[config.mk]
export PLATFORM = sky130hd
export DESIGN_NAME = sdram_port_scheduler
export DESIGN_NICKNAME = d
export VERILOG_FILES = /design/src/rtl/sdram_ctrl_pkg.sv /design/src/rtl/sdram_refresh_timer.sv /design/src/rtl/sdram_port_scheduler.sv
export SDC_FILE = /design/constraint.sdc
export NUM_CORES = 1
export LEC_CHECK = 0
export BUFFER_PORTS_ARGS = -buffer_cell sky130_fd_sc_hd__buf_2
export CORE_MARGIN = 1.5
export CORE_UTILIZATION = 40
export CTS_BUF_LIST = sky130_fd_sc_hd__clkbuf_4 sky130_fd_sc_hd__clkbuf_8
export CTS_CLUSTER_SIZE = 16
export DETAILED_ROUTE_END_ITERATION = 8
export GPL_TIMING_DRIVEN = 0
export HOLD_SLACK_MARGIN = 0.06
export PLACE_DENSITY = 0.65
export SETUP_SLACK_MARGIN = 0.02
export SLEW_MARGIN = 25
export SYNTH_ARGS = -nofsm -noshare
export SYNTH_HDL_FRONTEND = slang
export SYNTH_SLANG_ARGS = --single-unit
[constraint.sdc]
create_clock -name sdram_clk -period 6.3 [get_ports sdram_clk]
set_input_delay 0.315 -clock sdram_clk [delete_from_list [all_inputs] [get_ports sdram_clk]]
set_output_delay 0.315 -clock sdram_clk [all_outputs]
set_load 0.02 [all_outputs]
[src/rtl/sdram_ctrl_pkg.sv]
// Shared definitions for the SDRAM controller front end.
//   - sched_state_e : port scheduler state encoding (IDLE=0, OWN=1, DRAIN=2, REFRESH=3)
//   - RefreshCyclesDef, RefUrgentDef, RefMaxDef : default refresh parameters
package sdram_ctrl_pkg;

    typedef enum logic [1:0] {
        StIdle    = 2'd0,
        StOwn     = 2'd1,
        StDrain   = 2'd2,
        StRefresh = 2'd3
    } sched_state_e;

    localparam int unsigned RefreshCyclesDef = 780;
    localparam int unsigned RefUrgentDef     = 4;
    localparam int unsigned RefMaxDef        = 8;

endpackage

[src/rtl/sdram_refresh_timer.sv]
// Periodic refresh bookkeeping: a down-counter producing refresh ticks, a saturating
// count of refreshes still owed, and a sticky flag for ticks lost at saturation.
// Ports:
//   sdram_clk, sdram_rst_n : clock, asynchronous active-low reset
//   ref_ack_i              : one owed refresh has been started (already qualified)
//   ref_pending            : number of owed refreshes
//   ref_urgent             : ref_pending >= REF_URGENT
//   ref_overrun_o          : sticky, a tick arrived while ref_pending == REF_MAX
module sdram_refresh_timer
    import sdram_ctrl_pkg::*;
#(
    parameter int unsigned REFRESH_CYCLES = RefreshCyclesDef,
    parameter int unsigned REF_URGENT     = RefUrgentDef,
    parameter int unsigned REF_MAX        = RefMaxDef,
    localparam int unsigned PendW         = $clog2(REF_MAX + 1),
    localparam int unsigned TimerW        = (REFRESH_CYCLES > 1) ? $clog2(REFRESH_CYCLES) : 1
) (
    input  logic             sdram_clk,
    input  logic             sdram_rst_n,
    input  logic             ref_ack_i,
    output logic [PendW-1:0] ref_pending,
    output logic             ref_urgent,
    output logic             ref_overrun_o
);

    logic [TimerW-1:0] r_timer;
    logic [PendW-1:0]  r_pending;
    logic              r_overrun;
    logic              w_tick;

    assign w_tick = (r_timer == '0);

    always_ff @(posedge sdram_clk or negedge sdram_rst_n) begin
        if (!sdram_rst_n) begin
            r_timer <= TimerW'(REFRESH_CYCLES - 1);
        end else if (w_tick) begin
            r_timer <= TimerW'(REFRESH_CYCLES - 1);
        end else begin
            r_timer <= r_timer - 1'b1;
        end
    end

    // A tick coinciding with an ack cancels out: one owed refresh added, one retired.
    always_ff @(posedge sdram_clk or negedge sdram_rst_n) begin
        if (!sdram_rst_n) begin
            r_pending <= '0;
            r_overrun <= 1'b0;
        end else if (w_tick && !ref_ack_i) begin
            if (r_pending == PendW'(REF_MAX)) begin
                r_overrun <= 1'b1;
            end else begin
                r_pending <= r_pending + 1'b1;
            end
        end else if (!w_tick && ref_ack_i && (r_pending != '0)) begin
            r_pending <= r_pending - 1'b1;
        end
    end

    assign ref_pending   = r_pending;
    assign ref_urgent    = (32'(r_pending) >= REF_URGENT);
    assign ref_overrun_o = r_overrun;

endmodule

[src/rtl/sdram_port_scheduler.sv]
// Shares the SDRAM controller access interface between WB_PORTS request buffers with
// round-robin grants held across bursts (bounded by a beat quota) and interleaves
// periodic auto-refresh, which preempts port traffic once enough refreshes are owed.
// Ports:
//   sdram_clk, sdram_rst_n : clock, asynchronous active-low reset
//   req_i                  : per-port access request
//   ack_i                  : controller accepted one beat for the current owner
//   sdram_idle_i           : controller idle, no burst in flight
//   grant_o / grant_enc_o  : one-hot / binary current or last owner (drives port mux)
//   grant_valid_o          : owner may drive the controller
//   ref_req_o / ref_ack_i  : refresh request / controller started refresh
//   ref_overrun_o          : sticky, a refresh tick was lost at saturation
module sdram_port_scheduler
    import sdram_ctrl_pkg::*;
#(
    parameter int unsigned WB_PORTS       = 3,
    parameter int unsigned QUOTA          = 8,
    parameter int unsigned REFRESH_CYCLES = RefreshCyclesDef,
    parameter int unsigned REF_URGENT     = RefUrgentDef,
    parameter int unsigned REF_MAX        = RefMaxDef,
    localparam int unsigned EncW          = $clog2(WB_PORTS),
    localparam int unsigned BeatW         = $clog2(QUOTA + 1),
    localparam int unsigned PendW         = $clog2(REF_MAX + 1)
) (
    input  logic                sdram_clk,
    input  logic                sdram_rst_n,
    input  logic [WB_PORTS-1:0] req_i,
    input  logic                ack_i,
    input  logic                sdram_idle_i,
    output logic [WB_PORTS-1:0] grant_o,
    output logic [EncW-1:0]     grant_enc_o,
    output logic                grant_valid_o,
    output logic                ref_req_o,
    input  logic                ref_ack_i,
    output logic                ref_overrun_o
);

    sched_state_e        r_state, w_state_d;
    logic [WB_PORTS-1:0] r_grant, w_grant_d;
    logic [EncW-1:0]     r_grant_enc, w_grant_enc_d;
    logic [EncW-1:0]     r_last, w_last_d;
    logic [BeatW-1:0]    r_beats, w_beats_d, w_beats_inc;
    logic                r_grant_valid, w_grant_valid_d;
    logic                r_ref_req, w_ref_req_d;

    logic [PendW-1:0]    w_pending;
    logic                w_urgent;
    logic                w_ref_ack;
    logic                w_other_req;
    logic                w_rr_found;
    logic [EncW-1:0]     w_rr_idx;
    logic [EncW-1:0]     w_cand;

    // Only an ack answering an outstanding request retires an owed refresh.
    assign w_ref_ack = ref_ack_i & r_ref_req;

    sdram_refresh_timer #(
        .REFRESH_CYCLES (REFRESH_CYCLES),
        .REF_URGENT     (REF_URGENT),
        .REF_MAX        (REF_MAX)
    ) u_refresh_timer (
        .sdram_clk     (sdram_clk),
        .sdram_rst_n   (sdram_rst_n),
        .ref_ack_i     (w_ref_ack),
        .ref_pending   (w_pending),
        .ref_urgent    (w_urgent),
        .ref_overrun_o (ref_overrun_o)
    );

    // Round-robin: first requester strictly after the last owner, wrapping.
    always_comb begin
        w_rr_found = 1'b0;
        w_rr_idx   = '0;
        w_cand     = '0;
        for (int unsigned off = 1; off <= WB_PORTS; off++) begin
            w_cand = EncW'((32'(r_last) + off) % WB_PORTS);
            if (!w_rr_found && req_i[w_cand]) begin
                w_rr_found = 1'b1;
                w_rr_idx   = w_cand;
            end
        end
    end

    // Beat count including this cycle's ack, so the quota'th ack ends the grant at once.
    assign w_beats_inc = (r_beats == BeatW'(QUOTA)) ? r_beats : r_beats + BeatW'(ack_i);
    assign w_other_req = |(req_i & ~r_grant);

    always_comb begin
        w_state_d     = r_state;
        w_grant_d     = r_grant;
        w_grant_enc_d = r_grant_enc;
        w_last_d      = r_last;
        w_beats_d     = r_beats;
        w_ref_req_d   = r_ref_req;
        unique case (r_state)
            StIdle: begin
                if (w_urgent || ((w_pending != '0) && !(|req_i))) begin
                    w_state_d   = StRefresh;
                    w_ref_req_d = 1'b1;
                end else if (w_rr_found) begin
                    w_state_d           = StOwn;
                    w_grant_d           = '0;
                    w_grant_d[w_rr_idx] = 1'b1;
                    w_grant_enc_d       = w_rr_idx;
                    w_last_d            = w_rr_idx;
                    w_beats_d           = '0;
                end
            end
            StOwn: begin
                w_beats_d = w_beats_inc;
                if (!req_i[r_grant_enc] || ((w_beats_inc == BeatW'(QUOTA)) && w_other_req)
                    || w_urgent) begin
                    w_state_d = StDrain;
                end
            end
            StDrain: begin
                // Grant stays put so read data still routes to the old owner.
                if (sdram_idle_i) begin
                    w_state_d = StIdle;
                end
            end
            StRefresh: begin
                if (r_ref_req) begin
                    if (ref_ack_i) begin
                        w_ref_req_d = 1'b0;
                    end
                end else if (sdram_idle_i) begin
                    w_state_d = StIdle;
                end
            end
            default: begin
                w_state_d = StIdle;
            end
        endcase
        w_grant_valid_d = (w_state_d == StOwn);
    end

    always_ff @(posedge sdram_clk or negedge sdram_rst_n) begin
        if (!sdram_rst_n) begin
            r_state       <= StIdle;
            r_grant       <= WB_PORTS'(1);
            r_grant_enc   <= '0;
            r_last        <= EncW'(WB_PORTS - 1);
            r_beats       <= '0;
            r_grant_valid <= 1'b0;
            r_ref_req     <= 1'b0;
        end else begin
            r_state       <= w_state_d;
            r_grant       <= w_grant_d;
            r_grant_enc   <= w_grant_enc_d;
            r_last        <= w_last_d;
            r_beats       <= w_beats_d;
            r_grant_valid <= w_grant_valid_d;
            r_ref_req     <= w_ref_req_d;
        end
    end

    assign grant_o       = r_grant;
    assign grant_enc_o   = r_grant_enc;
    assign grant_valid_o = r_grant_valid;
    assign ref_req_o     = r_ref_req;

endmodule

==> After elaboration in Yosys (flattened, before gate mapping) <==
Cells that the tools add are included.
{ "totals": {"output_inout_bits": 8, "inputBits": 8, "ff_bits": 30} }
{ "op_classes": {"n_div": 3, "n_addsub": 7, "bitwise_logic": 4, "muxes": 34, "n_reduce_logical": 30, "n_lt_le_gt_ge": 7, "n_eq_ne": 11} }
{ "ops": {"columns": ["op", "count"], "rows": [
  ["$mod A32 B2 Y32 const B", 3],
  ["$mux W4", 6],
  ["$mux W2", 8],
  ["$lt A2 B3 Y1 const B", 5],
  ["$eq A4 B4 Y1 const B", 3],
  ["$mux W1", 11],
  ["$logic_not A10 Y1", 1],
  ["$mux W10", 1],
  ["$sub A10 B1 Y10 const B", 1],
  ["$bmux W1 S2", 4],
  ["$logic_and A1 B1 Y1", 8],
  ["$ne A2 B2 Y1 const B", 4],
  ["$pmux W2 S4", 1],
  ["$pmux W4 S2", 1],
  ["$add A2 B2 Y3 const B", 2],
  ["$logic_not A1 Y1", 6],
  ["$reduce_and A2 Y1", 3],
  ["$reduce_and A3 Y1", 2],
  ["$reduce_bool A2 Y1", 3],
  ["$reduce_or A3 Y1", 2],
  ["$add A4 B1 Y4", 1],
  ["$add A4 B1 Y4 const B", 1],
  ["$eq A2 B1 Y1 const B", 2],
  ["$eq A2 B2 Y1 const B", 2],
  ["13 further kinds", 15]
]} }

==> Longest topological paths before layout <==
{ "logic_depth": {"ltp_word": 15, "mapped_depth": 11, "depth_no_buf": 10} }

==> Hierarchy <==
A second synthesis with hierarchy kept.
{ "hier_totals": {"cells_unflattened": 173, "hier_area_um2": 1709.1} }
{ "modules_own_cells": {"columns": ["mod", "n_inst", "seq_area_each_um2", "area_each_um2", "cells_each"], "rows": [
  ["sdram_port_scheduler", 1, 352.8, 899.6, 98],
  ["sdram_refresh_timer", 1, 381.6, 809.5, 75]
]} }

==> Least setup slack after synthesis <==
OpenSTA, ideal clock, no wires.
{ "synth_timing": {"kind": "flip-flop to flip-flop", "from": "register u_refresh_timer.r_timer[0]", "to": "register u_refresh_timer.r_pending[3] (netlist: u_refresh_timer.ref_pending[3])", "slack_ps": 3500, "t_arrival_ps": 2674, "synth_period_minus_slack_ps": 2800, "setup_time_ps": 126, "path_buffers": 1, "stages_incl_launch_ff": 12, "path_cell_list": "dfstp_2 > inv_1 > ha_1 > or4b_1 > buf_2 > or4b_4 > ha_1 > a21o_1 > a21oi_1 > xor2_1 > nor2_2 > xor2_1"} }
{ "synth_between": {"elab_chain_len": 6, "elab_cells_between_ends": 9, "cone_classes": "eq/ne: 1; mux: 1; reduce/logical: 7"} }
{ "synth_lines": {"columns": ["element", "line_no", "source"], "rows": [
  ["start: declaration", "sdram_refresh_timer.sv:26", "logic [TimerW-1:0] r_timer;"],
  ["start signal: assignment", "sdram_refresh_timer.sv:35", "r_timer <= TimerW'(REFRESH_CYCLES - 1);"],
  ["start signal: assignment", "sdram_refresh_timer.sv:37", "r_timer <= TimerW'(REFRESH_CYCLES - 1);"],
  ["start signal: assignment", "sdram_refresh_timer.sv:39", "r_timer <= r_timer - 1'b1;"],
  ["$logic_not A10 Y1 *", "sdram_refresh_timer.sv:31", "assign w_tick = (r_timer == '0);"],
  ["$logic_not A1 Y1", "sdram_refresh_timer.sv:54", "end else if (!w_tick && ref_ack_i && (r_pending != '0)) begin"],
  ["$logic_and A1 B1 Y1 (2 in series)", "sdram_refresh_timer.sv:54", null],
  ["$reduce_bool A2 Y1 (no line)", null, null],
  ["$reduce_and A2 Y1 (no line)", null, null],
  ["end signal: assignment", "sdram_refresh_timer.sv:52", "r_pending <= r_pending + 1'b1;"],
  ["end signal: assignment", "sdram_refresh_timer.sv:55", "r_pending <= r_pending - 1'b1;"],
  ["end: declaration", "sdram_refresh_timer.sv:27", "logic [PendW-1:0] r_pending;"]
]} }
Every way passes the cells marked *; elsewhere a longest branch is shown, timed or not.
A chain may end at the register's enable or synchronous reset.

==> Final worst setup path <==
Ends and elaborated chain as after synthesis.

==> flow_summary.ini <==
[routing]
wire_per_inst_um = 13.0
drtAntennaViolNets = 0
drtIter0Drc = 66
viasPerCell = 5.27
wirelength_um = 3260
vias = 1323
wl_met1_um = 1540
drc = 0
wl_met3_um = 103
top_layer_used = met4
dr_wl_met2_um = 1540
drt-pass1-iter-count = 4

[yosys]
ys_warn_count = 0
syn_inst = 179
synth_ff_type = dfrtp_1
synth.yosys.seq_area_share_pct = 42.5
synthArstFlopShare_pct = 100
synth_seq_cells = 29
synth_nets = 195
syn_area_per_cell_um2 = 9.65
synth-edff-count = 0
synth_cell_types = 50
netlist_area_um2 = 1730

[floorplanning]
die_h_um = 68.7
chipWidth_um = 68.7
floorplan.die_area_um2 = 4720
initial_core_util_pct = 42.3
ios = 16
core_area_um2 = 4090
rows = 23

[power_and_ir_drop]
p_sw_share_pct = 38.8
seqPwrFrac_pct = 37.0
intPower_mw = 0.482
p_clk_share_pct = 21.9
p_leak_nw = 0.922
p_per_area_nw_per_um2 = 401
irDropWorstVdd_uv = 117
switching_power_mw = 0.305
p_comb_share_pct = 41.1

[timing]
hold_viol_final = 0
fin_crit_sh_pct = 46.7
worstMarginPinSlew_ns = 0.639
drv_slew = 0
rsz0062_at_grt = false
fmax_mhz = 340
tns_ns = 0
relSlewSlack_pct = 57.4
finalClockSkew_ns = 0.00805
min_period_ns = 2.94
whs_ns = 0.0423
setup_viol = 0

[setup_path]
reg2reg_slack_ns = 3.36
start_kind = register
end_kind = register
startpoint = u_refresh_timer.r_timer[0]
r2r-end = u_refresh_timer.ref_pending[3]
cp.arrival_ns = 3.11
path_max_fanout = 8
r2r_start = u_refresh_timer.r_timer[0]
critPathKind = register to register
reg2reg_depth = 11
critPathRequiredTime_ns = 6.47

[cells_and_area]
drive_above_1_share_pct = 21.4
final_common_cell = dfrtp_1
final_cell_mix = 22 x dfrtp_1, 18 x nand2_1, 17 x nor2_1
diodes = 0
finalCoreUtilization_pct = 48.0
synthToLayoutAreaGrowth_pct = 13.6
nets = 216

[placed_design]
gp_congestion = 0.773
io_buffers = 14
dp_hpwl_um = 2320

[cts]
clockBufferDepth = 2
clk_pin_slew_ns = 0.07
post_cts_resized = 0
clk_latency_ns = 0.29
cts_num_sinks = 29
cts_tree = built
numCtsBuffers = 5
htreeDepth = 2
hold_buffers = 0
root_buffer = clkbuf_8
cts_setup_buffers = 0

[global_route]
grt_antenna_before_repair = 0
grt_max_degree = 30
globalRouteTotalUtil_pct = 16.3
grt-ovfl-total = 0
grt_pass1_wl_um = 5600
grt_pass1_vias = 1224

[job]
drv_cap = 0

[run_status]
outcome = complete, no violations

[worst_hold_path]
hp-class = primary input to async pin
[worst max-delay path: stages, from the launching register on]
cell,delay (ns)
dfstp_2,0.37
inv_1,0.05
ha_1,0.19
or4b_1,0.43
buf_2,0.19
or4b_4,0.57
ha_1,0.30
a21o_1,0.17
a21oi_1,0.19
xor2_1,0.19
nor2_2,0.05
xor2_1,0.14
[routing by layer]
layer / GRT usage [%] / vias to the layer above
met2: 24.6 / 11
li1: - / 685
met3: 5.52 / 7
met4: 7.84 / 0
met1: 20.9 / 620
met5: 0 / -
[power by group through the flow]
stage | clock, mW | sequential [mW] | combinational [mW]
2_1_floorplan | 0 | 0.301 | 0.235
3_3_place_gp | 0 | 0.295 | 0.317
3_5_place_dp | 0 | 0.293 | 0.322
4_1_cts | 0.179 | 0.291 | 0.325
5_1_grt | 0.189 | 0.300 | 0.368
6_report | 0.172 | 0.291 | 0.323
[kinds of logic after synthesis]
logic type / count (synthesis) / synth area share (%)
multiplexers: 4 / 2.68
AO/OA/AOI/OAI: 49 / 19.4
XOR/XNOR: 11 / 5.58
AND/OR/NAND/NOR: 64 / 19.9
adder cells (fa/ha/maj): 9 / 6.81
flip-flops: 29 / 42.5
buffers and inverters: 13 / 3.12
[through the flow]
stage | std cells | cell area, um^2 | setup WS (ns) | power, mW
after global routing | 251 | 1960 | 3.23 | 0.857
final | 251 | 1960 | 3.36 | 0.787
after floorplan | 179 | 1730 | 3.50 | 0.536
after global placement | 243 | 1860 | 3.38 | 0.611
after detailed placement | 243 | 1860 | 3.34 | 0.616
after CTS | 251 | 1960 | 3.34 | 0.795
[layout make-up]
type                    count  area, um^2
fillers                   392        2130
repair buffers             14        70.1
clock inverters             1        5.00
clock buffers               7        96.3
inverters                   8        30.0
plain buffers               5        23.8
well taps                  50        62.6
flip-flops and latches     29         734
multi-input cells         137         938
[cells in the mapped netlist, drive strengths merged, types with 2 or more instances]
cell type	count	share of area, %
o22ai	2	0.72
xor2	5	2.5
nand2	18	3.9
nand2b	3	1.1
mux2	2	1.3
a211oi	3	1.3
or3	3	1.2
nor3	6	2.4
nand3	2	0.58
dfrtp	22	32
a21boi	3	1.3
inv	8	1.7
nor2	18	4.1
xnor2	6	3.0
dfstp	7	11
o211ai	2	0.87
buf	2	0.72
or4	3	1.3
or4b	2	1.4
clkbuf	3	0.65
or2	2	0.72
o31a	2	1.0
a21oi	11	3.2
ha	7	5.1
mux2i	2	1.4
a22o	2	1.0
a21o	7	3.0
o21ai	9	2.6
nor4bb	2	1.2
[flip-flops by register name, indices dropped and copies added (netlist names)]
signal and count:
u_refresh_timer.ref_overrun_o 1, grant_o 3, u_refresh_timer.ref_pending 4, ref_req_o 1
grant_enc_o 2, u_refresh_timer.r_timer 10, r_beats 4, r_state 2
r_last 1, grant_valid_o 1
[worst max path at each step]
stage          cells past startpoint                             end
6_report                          11  u_refresh_timer.ref_pending[3]
5_1_grt                           11  u_refresh_timer.ref_pending[3]
4_1_cts                           11  u_refresh_timer.ref_pending[3]
3_5_place_dp                      11  u_refresh_timer.ref_pending[3]
3_3_place_gp                      11  u_refresh_timer.ref_pending[3]
2_1_floorplan                     11  u_refresh_timer.ref_pending[3]
(Power assumes the default switching activity.)
